$ cat src/rtl/uart_rx_byte.sv
// uart_rx_byte: UART receiver (8N1) with a one-byte holding register behind a valid/ready handshake.
// Define UART_RX_PARITY_EN to receive 8E1 frames (adds the PARITY state and even-parity check).
module uart_rx_byte #(
  parameter int CLKS_PER_BIT = 139
) (
  input  logic       CLK,
  input  logic       RST,
  input  logic       uart_line_in,
  output logic [7:0] data_out,
  output logic       valid_out,
  input  logic       ready_in,
  output logic       frame_err,
  output logic       overrun,
  output logic       busy
);

  localparam int CW = $clog2(CLKS_PER_BIT);
  localparam logic [CW-1:0] HALF_LOAD = CW'(CLKS_PER_BIT / 2 - 1);
  localparam logic [CW-1:0] FULL_LOAD = CW'(CLKS_PER_BIT - 1);
  localparam logic [CW-1:0] CNT_ZERO  = CW'(0);

`ifdef UART_RX_PARITY_EN
  typedef enum logic [2:0] {
    ST_IDLE      = 3'd0,
    ST_START     = 3'd1,
    ST_DATA      = 3'd2,
    ST_STOP      = 3'd3,
    ST_WAIT_HIGH = 3'd4,
    ST_PARITY    = 3'd5
  } state_t;

  function automatic logic even_parity(input logic [7:0] d);
    return ^d;
  endfunction
`else
  typedef enum logic [2:0] {
    ST_IDLE      = 3'd0,
    ST_START     = 3'd1,
    ST_DATA      = 3'd2,
    ST_STOP      = 3'd3,
    ST_WAIT_HIGH = 3'd4
  } state_t;
`endif

  state_t        r_state;
  state_t        w_next;
  logic          r_sync1;
  logic          r_sync2;
  logic          w_rx_s;
  logic [CW-1:0] r_cnt;
  logic [2:0]    r_idx;
  logic [7:0]    r_shift;
  logic          w_expired;
  logic          w_par_bad;
  logic          w_load_half;
  logic          w_load_full;
  logic          w_shift_en;
  logic          w_deliver;
  logic          w_frame_err;
  logic          w_overrun;
`ifdef UART_RX_PARITY_EN
  logic          r_par_err;
  logic          w_par_capture;
`endif

  assign w_rx_s    = r_sync2;
  assign w_expired = (r_cnt == CNT_ZERO);
`ifdef UART_RX_PARITY_EN
  assign w_par_bad = r_par_err;
`else
  assign w_par_bad = 1'b0;
`endif

  // Two-flop synchronizer for the asynchronous line; idles high.
  always_ff @(posedge CLK or posedge RST) begin
    if (RST) begin
      r_sync1 <= 1'b1;
      r_sync2 <= 1'b1;
    end else begin
      r_sync1 <= uart_line_in;
      r_sync2 <= r_sync1;
    end
  end

  // State register.
  always_ff @(posedge CLK or posedge RST) begin
    if (RST) begin
      r_state <= ST_IDLE;
    end else begin
      r_state <= w_next;
    end
  end

  // Next-state logic.
  always_comb begin
    w_next = r_state;
    case (r_state)
      ST_IDLE: begin
        if (!w_rx_s) w_next = ST_START;
        else         w_next = ST_IDLE;
      end
      ST_START: begin
        if (w_expired) begin
          if (!w_rx_s) w_next = ST_DATA;
          else         w_next = ST_IDLE;
        end else begin
          w_next = ST_START;
        end
      end
      ST_DATA: begin
        if (w_expired && (r_idx == 3'd7)) begin
`ifdef UART_RX_PARITY_EN
          w_next = ST_PARITY;
`else
          w_next = ST_STOP;
`endif
        end else begin
          w_next = ST_DATA;
        end
      end
`ifdef UART_RX_PARITY_EN
      ST_PARITY: begin
        if (w_expired) w_next = ST_STOP;
        else           w_next = ST_PARITY;
      end
`endif
      ST_STOP: begin
        if (w_expired) begin
          if (w_rx_s) w_next = ST_IDLE;
          else        w_next = ST_WAIT_HIGH;
        end else begin
          w_next = ST_STOP;
        end
      end
      ST_WAIT_HIGH: begin
        if (w_rx_s) w_next = ST_IDLE;
        else        w_next = ST_WAIT_HIGH;
      end
      default: w_next = ST_IDLE;
    endcase
  end

  // Per-state control strobes for the datapath.
  always_comb begin
    w_load_half   = 1'b0;
    w_load_full   = 1'b0;
    w_shift_en    = 1'b0;
    w_deliver     = 1'b0;
    w_frame_err   = 1'b0;
    w_overrun     = 1'b0;
`ifdef UART_RX_PARITY_EN
    w_par_capture = 1'b0;
`endif
    case (r_state)
      ST_IDLE: begin
        if (!w_rx_s) w_load_half = 1'b1;
        else         w_load_half = 1'b0;
      end
      ST_START: begin
        if (w_expired && !w_rx_s) w_load_full = 1'b1;
        else                      w_load_full = 1'b0;
      end
      ST_DATA: begin
        if (w_expired) begin
          w_shift_en  = 1'b1;
          w_load_full = 1'b1;
        end else begin
          w_shift_en  = 1'b0;
          w_load_full = 1'b0;
        end
      end
`ifdef UART_RX_PARITY_EN
      ST_PARITY: begin
        if (w_expired) begin
          w_par_capture = 1'b1;
          w_load_full   = 1'b1;
        end else begin
          w_par_capture = 1'b0;
          w_load_full   = 1'b0;
        end
      end
`endif
      ST_STOP: begin
        if (w_expired) begin
          if (w_rx_s && !w_par_bad) begin
            // A byte may land in a holding register that is draining this same cycle.
            if (!valid_out || ready_in) w_deliver = 1'b1;
            else                        w_overrun = 1'b1;
          end else begin
            w_frame_err = 1'b1;
          end
        end else begin
          w_deliver = 1'b0;
        end
      end
      ST_WAIT_HIGH: w_deliver = 1'b0;
      default:      w_deliver = 1'b0;
    endcase
  end

  // Bit timing, shift register, holding register and registered flags.
  always_ff @(posedge CLK or posedge RST) begin
    if (RST) begin
      r_cnt     <= CNT_ZERO;
      r_idx     <= 3'd0;
      r_shift   <= 8'h00;
      data_out  <= 8'h00;
      valid_out <= 1'b0;
      frame_err <= 1'b0;
      overrun   <= 1'b0;
      busy      <= 1'b0;
`ifdef UART_RX_PARITY_EN
      r_par_err <= 1'b0;
`endif
    end else begin
      if (w_load_half)      r_cnt <= HALF_LOAD;
      else if (w_load_full) r_cnt <= FULL_LOAD;
      else if (!w_expired)  r_cnt <= r_cnt - CW'(1);
      else                  r_cnt <= r_cnt;

      if (w_load_half)     r_idx <= 3'd0;
      else if (w_shift_en) r_idx <= r_idx + 3'd1;
      else                 r_idx <= r_idx;

      if (w_shift_en) r_shift[r_idx] <= w_rx_s;

`ifdef UART_RX_PARITY_EN
      if (w_load_half)        r_par_err <= 1'b0;
      else if (w_par_capture) r_par_err <= (w_rx_s != even_parity(r_shift));
      else                    r_par_err <= r_par_err;
`endif

      frame_err <= w_frame_err;
      overrun   <= w_overrun;
      busy      <= (w_next != ST_IDLE);

      if (w_deliver) begin
        data_out  <= r_shift;
        valid_out <= 1'b1;
      end else if (valid_out && ready_in) begin
        valid_out <= 1'b0;
      end else begin
        valid_out <= valid_out;
      end
    end
  end

endmodule

$ cat config.mk
export PLATFORM = sky130hd
export DESIGN_NAME = uart_rx_byte
export DESIGN_NICKNAME = d
export VERILOG_FILES = /design/src/rtl/uart_rx_byte.sv
export SDC_FILE = /design/constraint.sdc
export NUM_CORES = 1
export LEC_CHECK = 0
export ABC_AREA = 1
export BUFFER_PORTS_ARGS = -buffer_cell sky130_fd_sc_hd__buf_2
export CAP_MARGIN = 20
export CORE_MARGIN = 3
export CORE_UTILIZATION = 62
export CTS_CLUSTER_SIZE = 20
export DETAILED_ROUTE_END_ITERATION = 10
export MAX_ROUTING_LAYER = met4
export PLACE_DENSITY = 0.83
export SLEW_MARGIN = 5
export SYNTH_ARGS = -nofsm -noshare
export SYNTH_HDL_FRONTEND = slang
export SYNTH_SLANG_ARGS = --single-unit
$ cat constraint.sdc
create_clock -name CLK -period 3.1 [get_ports CLK]
set_clock_uncertainty 0.05 [all_clocks]
set_input_delay 0.465 -clock CLK [delete_from_list [all_inputs] [get_ports CLK]]
set_output_delay 0.465 -clock CLK [all_outputs]
set_load 0.02 [all_outputs]
=== After elaboration in Yosys (flattened, before gate mapping) ===
Cells that the tools add are included.
W data, S select, Z words.

* Bits in registers: 36
* Word-level logic and storage cells: 66

* $add $sub $neg: 2
* $lt $le $gt $ge: 2
* Eq/ne operators: 6
* Muxes and demuxes: 33
* Reduce and logical (&&, ||, !) cells: 12

{| class="wikitable"
|+ Operators by type and width
! kind !! number
|-
| $mux W8 || 3
|-
| $mux W1 || 20
|-
| $mux W3 || 5
|-
| $pmux W3 S5 || 1
|-
| $bwmux W8 || 1
|-
| $logic_not A8 Y1 || 1
|-
| $sub A8 B1 Y8 const B || 1
|-
| $eq A3 B2 Y1 const B || 2
|-
| $eq A3 B3 Y1 const B || 2
|-
| $logic_and A1 B1 Y1 || 4
|-
| $lt A3 B4 Y1 const B || 1
|-
| $reduce_bool A2 Y1 || 2
|-
| $add A3 B1 Y3 const B || 1
|-
| $demux W1 S3 || 1
|-
| $eq A3 B1 Y1 const B || 1
|-
| $ge A3 B1 Y1 const B || 1
|-
| $logic_not A3 Y1 || 1
|-
| $ne A3 B1 Y1 const B || 1
|-
| $reduce_bool A3 Y1 || 1
|-
| $logic_not A1 Y1 || 2
|-
| $mux W2 || 1
|-
| $pmux W1 S2 || 1
|-
| $logic_or A1 B1 Y1 || 1
|}

=== Longest topological paths before layout ===
* Depth in word-level cells: 7
* Mapped depth: 9
* Depth with buffers taken out: 9

=== Worst setup path before layout ===
No wires, ideal clock.

* Kind: reg2reg
* Start point: register r_cnt[0]
* End point: register data_out[6]
* Library setup time: 0.118 ns
* Data arrival time: 1.363 ns
* Data required time: 2.932 ns
* Setup slack: 1.569 ns
* Stages on the path, launching flop included: 9
* Path buffers: 1
* Period minus slack after synthesis: 1.531 ns
* Path through: dfrtp_1 inv_1 ha_1 nand2_2 nor2_8 nand3_4 buf_6 nand2_1 o21ai_2

* Longest elaborated chain between the ends: 3

{| class="wikitable"
|+ Ends and longest elaborated chain
! element !! RTL line !! RTL
|-
| start: declaration || 50 || <nowiki>logic [CW-1:0] r_cnt;</nowiki>
|-
| start signal: assignment || 218 || <nowiki>else if (!w_expired) r_cnt <= r_cnt - CW'(1);</nowiki>
|-
| start signal: assignment || 219 || <nowiki>else r_cnt <= r_cnt;</nowiki>
|-
| $logic_not A8 Y1 || 67 || <nowiki>assign w_expired = (r_cnt == CNT_ZERO);</nowiki>
|-
| $mux W1 || 184 || <nowiki>if (w_expired) begin</nowiki>
|-
| $mux W1 || 154 || <nowiki>case (r_state)</nowiki>
|-
| end signal: assignment || 238 || <nowiki>data_out <= r_shift;</nowiki>
|-
| end: declaration || 9 || <nowiki>output logic [7:0] data_out,</nowiki>
|}

Every way passes these cells.
A chain may end at the register's enable or synchronous reset.

=== Worst setup path in the final report ===
* Start point: register r_sync2
* End point: register r_cnt[1]

* Longest elaborated chain between the ends: 6
* Elaborated cells between the ends (all ways): 9

{| class="wikitable"
|+ Ends and longest elaborated chain
! element !! RTL line !! RTL
|-
| start: declaration || 48 || <nowiki>logic r_sync2;</nowiki>
|-
| start signal: assignment || 81 || <nowiki>r_sync2 <= r_sync1;</nowiki>
|-
| $logic_not A1 Y1 || 160 || <nowiki>if (w_expired && !w_rx_s) w_load_full = 1'b1;</nowiki>
|-
| $logic_and A1 B1 Y1 || 160 ||
|-
| $mux W1 || 160 ||
|-
| $pmux W1 S2 || 154 ||
|-
| $mux W8 || 217 || <nowiki>else if (w_load_full) r_cnt <= FULL_LOAD;</nowiki>
|-
| $mux W8 || 216 || <nowiki>if (w_load_half) r_cnt <= HALF_LOAD;</nowiki>
|}

Several ways; a longest one is shown, not always the timed one.

==> results.py <==
metrics = {
    "worst_setup_path": {
        "required_ns": 3.32,
        "path_max_fanout": 15,
        "crit_path_frequent_cell": "nand3_1",
        "path_delay_family": "simple AND/OR/NAND/NOR gates",
        "crit_slowest_cell": "nand3_1",
        "path_cells": "inv_1 > nand3_1 > nand2_1 > inv_1 > nand3_1 > nand3_1 > nand2_1",
        "crit_type": "reg -> reg",
        "crit_path_start_kind": "flop",
        "path_buf_inv": 2,
        "critPathArrivalTime_ns": 1.95,
        "end_kind": "flop",
        "slowest_delay_ns": 0.40,
    },
    "grt": {
        "grt_pass1_vias": 1278,
        "globalRouteOverflowTotal": 0,
        "grt_usage_pct": 21.80,
        "grt_max_degree": 37,
        "antenna_found_initial": 0,
        "grt_pass1_wl_microns": 5568,
    },
    "placed_design": {
        "hpwl_microns": 2266,
        "numPortBuffers": 15,
        "gp_congestion": 0.9022,
    },
    "logic_synthesis": {
        "synth_nets": 212,
        "synth_area_sq_um": 1774,
        "synth_ff_type": "dfrtp_1",
        "synthTopCellsByCount": "41 x nand2_1, 34 x dfrtp_1, 28 x inv_1",
        "synth_cell_types": 29,
        "ys_ff_latch": 36,
        "async_reset_ff_share_pct": 100.0,
        "synth-edff-count": 0,
        "synth.most_common_cell": "nand2_1",
        "postSynthAreaPerCell_sq_um": 8.655,
        "yosys.area.top_type": "dfrtp_1",
        "synth.top_cell.area_share_pct": 47.95,
        "synth_seq_area_share_pct": 50.92,
        "syn_inst": 205,
        "synthTopCellsByArea": "dfrtp_1 48%, nand2_1 8.7%, nand3_1 6.8%, inv_1 5.9%, nor2_1 4.4%",
        "ys_warn_count": 0,
    },
    "timing": {
        "hold_violations": 0,
        "worst_pin_slew_ns": 0.4312,
        "slew_violations": 0,
        "period_minus_slack_ns": 1.731,
        "setup_viol": 0,
        "setup_tns_ns": 0,
        "max_freq_mhz": 577.8,
        "relSlewSlack_pct": 71.26,
        "rsz0062_at_grt": "no",
        "timing.final.crit_share_pct": 55.83,
    },
    "drt": {
        "ant_nets": 0,
        "drcViolationCount": 0,
        "wire_per_inst_microns": 11.70,
        "dr_total_vias": 1334,
        "routed_wl_microns": 2983,
        "drt_iter0_drc": 74,
        "viasPerCell": 5.231,
        "firstDrtPassIters": 4,
    },
    "finish": {
        "final_nets": 232,
        "syn_to_final_growth_pct": 8.251,
        "drive_above_1_share_pct": 20.89,
        "antenna-diode-count": 0,
    },
    "clock_network": {
        "cts.htree.levels": 2,
        "clk_latency_ns": 0.33,
        "cts_hold_buf": 0,
        "cts_tree": "built",
        "cts_resized": 0,
        "clockBufferDepth": 2,
        "post_cts_buffers": 0,
        "cts.sinks": 36,
        "path_clk_slew_ns": 0.10,
        "clk_root_buffer_cell": "clkbuf_4",
        "cts_buffers": 5,
    },
    "die": {
        "fp.dieW_microns": 59.50,
        "rows": 18,
        "design.die.area_sq_um": 3540,
        "ioPinCount": 16,
        "core_sq_um": 2590,
        "start_util_pct": 68.50,
        "die_y_microns": 59.50,
    },
    "status": {
        "outcome": "completed",
    },
    "pwr": {
        "ir_drop_uv": 349.4,
        "finalPower_w": 0.0007091,
        "p_leak_nw": 0.9757,
        "pwr_density_cell_nw_per_um2": 369.2,
    },
    "worst_hold_path": {
        "hp-class": "in -> async",
    },
    "job": {
        "cap_violations": 0,
    },
}
[per-stage QoR]
step                      util [%]  area [sq um]  setup slack [ns]  instances  hold WS, ns
final                        74.15          1921             1.369        255       0.1660
after global routing         74.15          1921             1.168        255       0.1524
after CTS                    74.15          1921             1.373        255       0.1626
after detailed placement     72.37          1874             1.393        248       0.2968
after global placement       72.37          1874             1.427        248       0.2955
after floorplan                  -          1774             1.569        205       0.2952
[kinds of logic after synthesis]
group                    synth area share, %
AO/OA/AOI/OAI                          8.604
flip-flops                             50.92
buffers and inverters                  7.756
adder cells (fa/ha/maj)                2.116
XOR/XNOR                               1.974
AND/OR/NAND/NOR                        28.63
[cell type report]
type | instances | area, sq um
Clock buffer | 6 | 41.29
Clock inverter | 1 | 5.005
Fill cell | 195 | 669.4
Inverter | 31 | 117.6
Multi-Input combinational cell | 135 | 733.2
Sequential cell | 36 | 903.4
Tap cell | 30 | 37.54
Timing Repair Buffer | 16 | 82.58
[power by group]
| part | switching, W | internal, W | leakage, nW |
|---|---|---|---|
| registers | 0.000000283 | 0.000472 | 0.477 |
| clock network | 0.000140 | 0.0000835 | 0.0281 |
| logic | 0.0000117 | 0.00000246 | 0.470 |
| total | 0.000152 | 0.000558 | 0.976 |
[registers in the layout, summed over array words and instances, names as in the netlist]
signal	count
frame_err	1
r_shift	8
r_state	3
r_idx	3
busy	1
overrun	1
r_sync1	1
r_cnt	8
valid_out	1
data_out	8
r_sync2	1
[tightest hold or removal path, cell delays in order]
cell	delay [ns]
buf_2	0.09
inv_1	0.05
buf_4	0.38
[metal layers]
layer  track usage [%]  routed length (microns)  vias to the layer above  part of all wire (%)
met4             9.177                       48                        0                   1.6
met5                 -                        0                        -                     0
met1             26.98                     1390                      605                    47
li1                  -                        -                      687                     -
met2             34.01                     1368                       36                    46
met3             5.447                      176                        6                   5.9
[layout by cell type (no fill, tap or decap)]
cell type / synthesis / routed
a21oi_1: 2 / 2
buf_2: 1 / 15
buf_4: 0 / 1
clkbuf_1: 1 / 1
clkbuf_4: 0 / 5
clkinv_1: 1 / 1
clkinv_2: 1 / 2
dfrtp_1: 34 / 34
dfstp_2: 2 / 2
ha_1: 3 / 3
inv_1: 28 / 28
inv_2: 1 / 1
nand2_1: 41 / 41
nand2_2: 5 / 5
nand3_1: 24 / 24
nand3_2: 1 / 1
nand3_4: 1 / 1
nand3b_1: 1 / 1
nand4_1: 1 / 1
nor2_1: 21 / 21
nor2_2: 2 / 2
nor2_4: 3 / 3
nor2_8: 1 / 1
nor3_1: 2 / 2
nor4_1: 1 / 1
o21ai_0: 1 / 1
o21ai_1: 12 / 12
o21ai_2: 8 / 8
o21bai_1: 1 / 1
xor2_1: 4 / 4
[path summary, 6_finish.rpt]
kind	start	depth (start not counted)	slack, ns	to
worst max register to register	r_sync2$_DFF_PP1_	7	1.37	r_cnt[1]$_DFFE_PP0P_
min in group CLK	uart_line_in	1	0.18	r_sync1$_DFF_PP1_
worst min-delay path	RST	3	0.17	overrun$_DFF_PP0_
max in group asynchronous	RST	3	2.49	r_sync2$_DFF_PP1_
worst max-delay path	r_sync2$_DFF_PP1_	7	1.37	r_cnt[1]$_DFFE_PP0P_
worst min register to register	r_sync1$_DFF_PP1_	0	0.31	r_sync2$_DFF_PP1_
(Power assumes the default switching activity.)
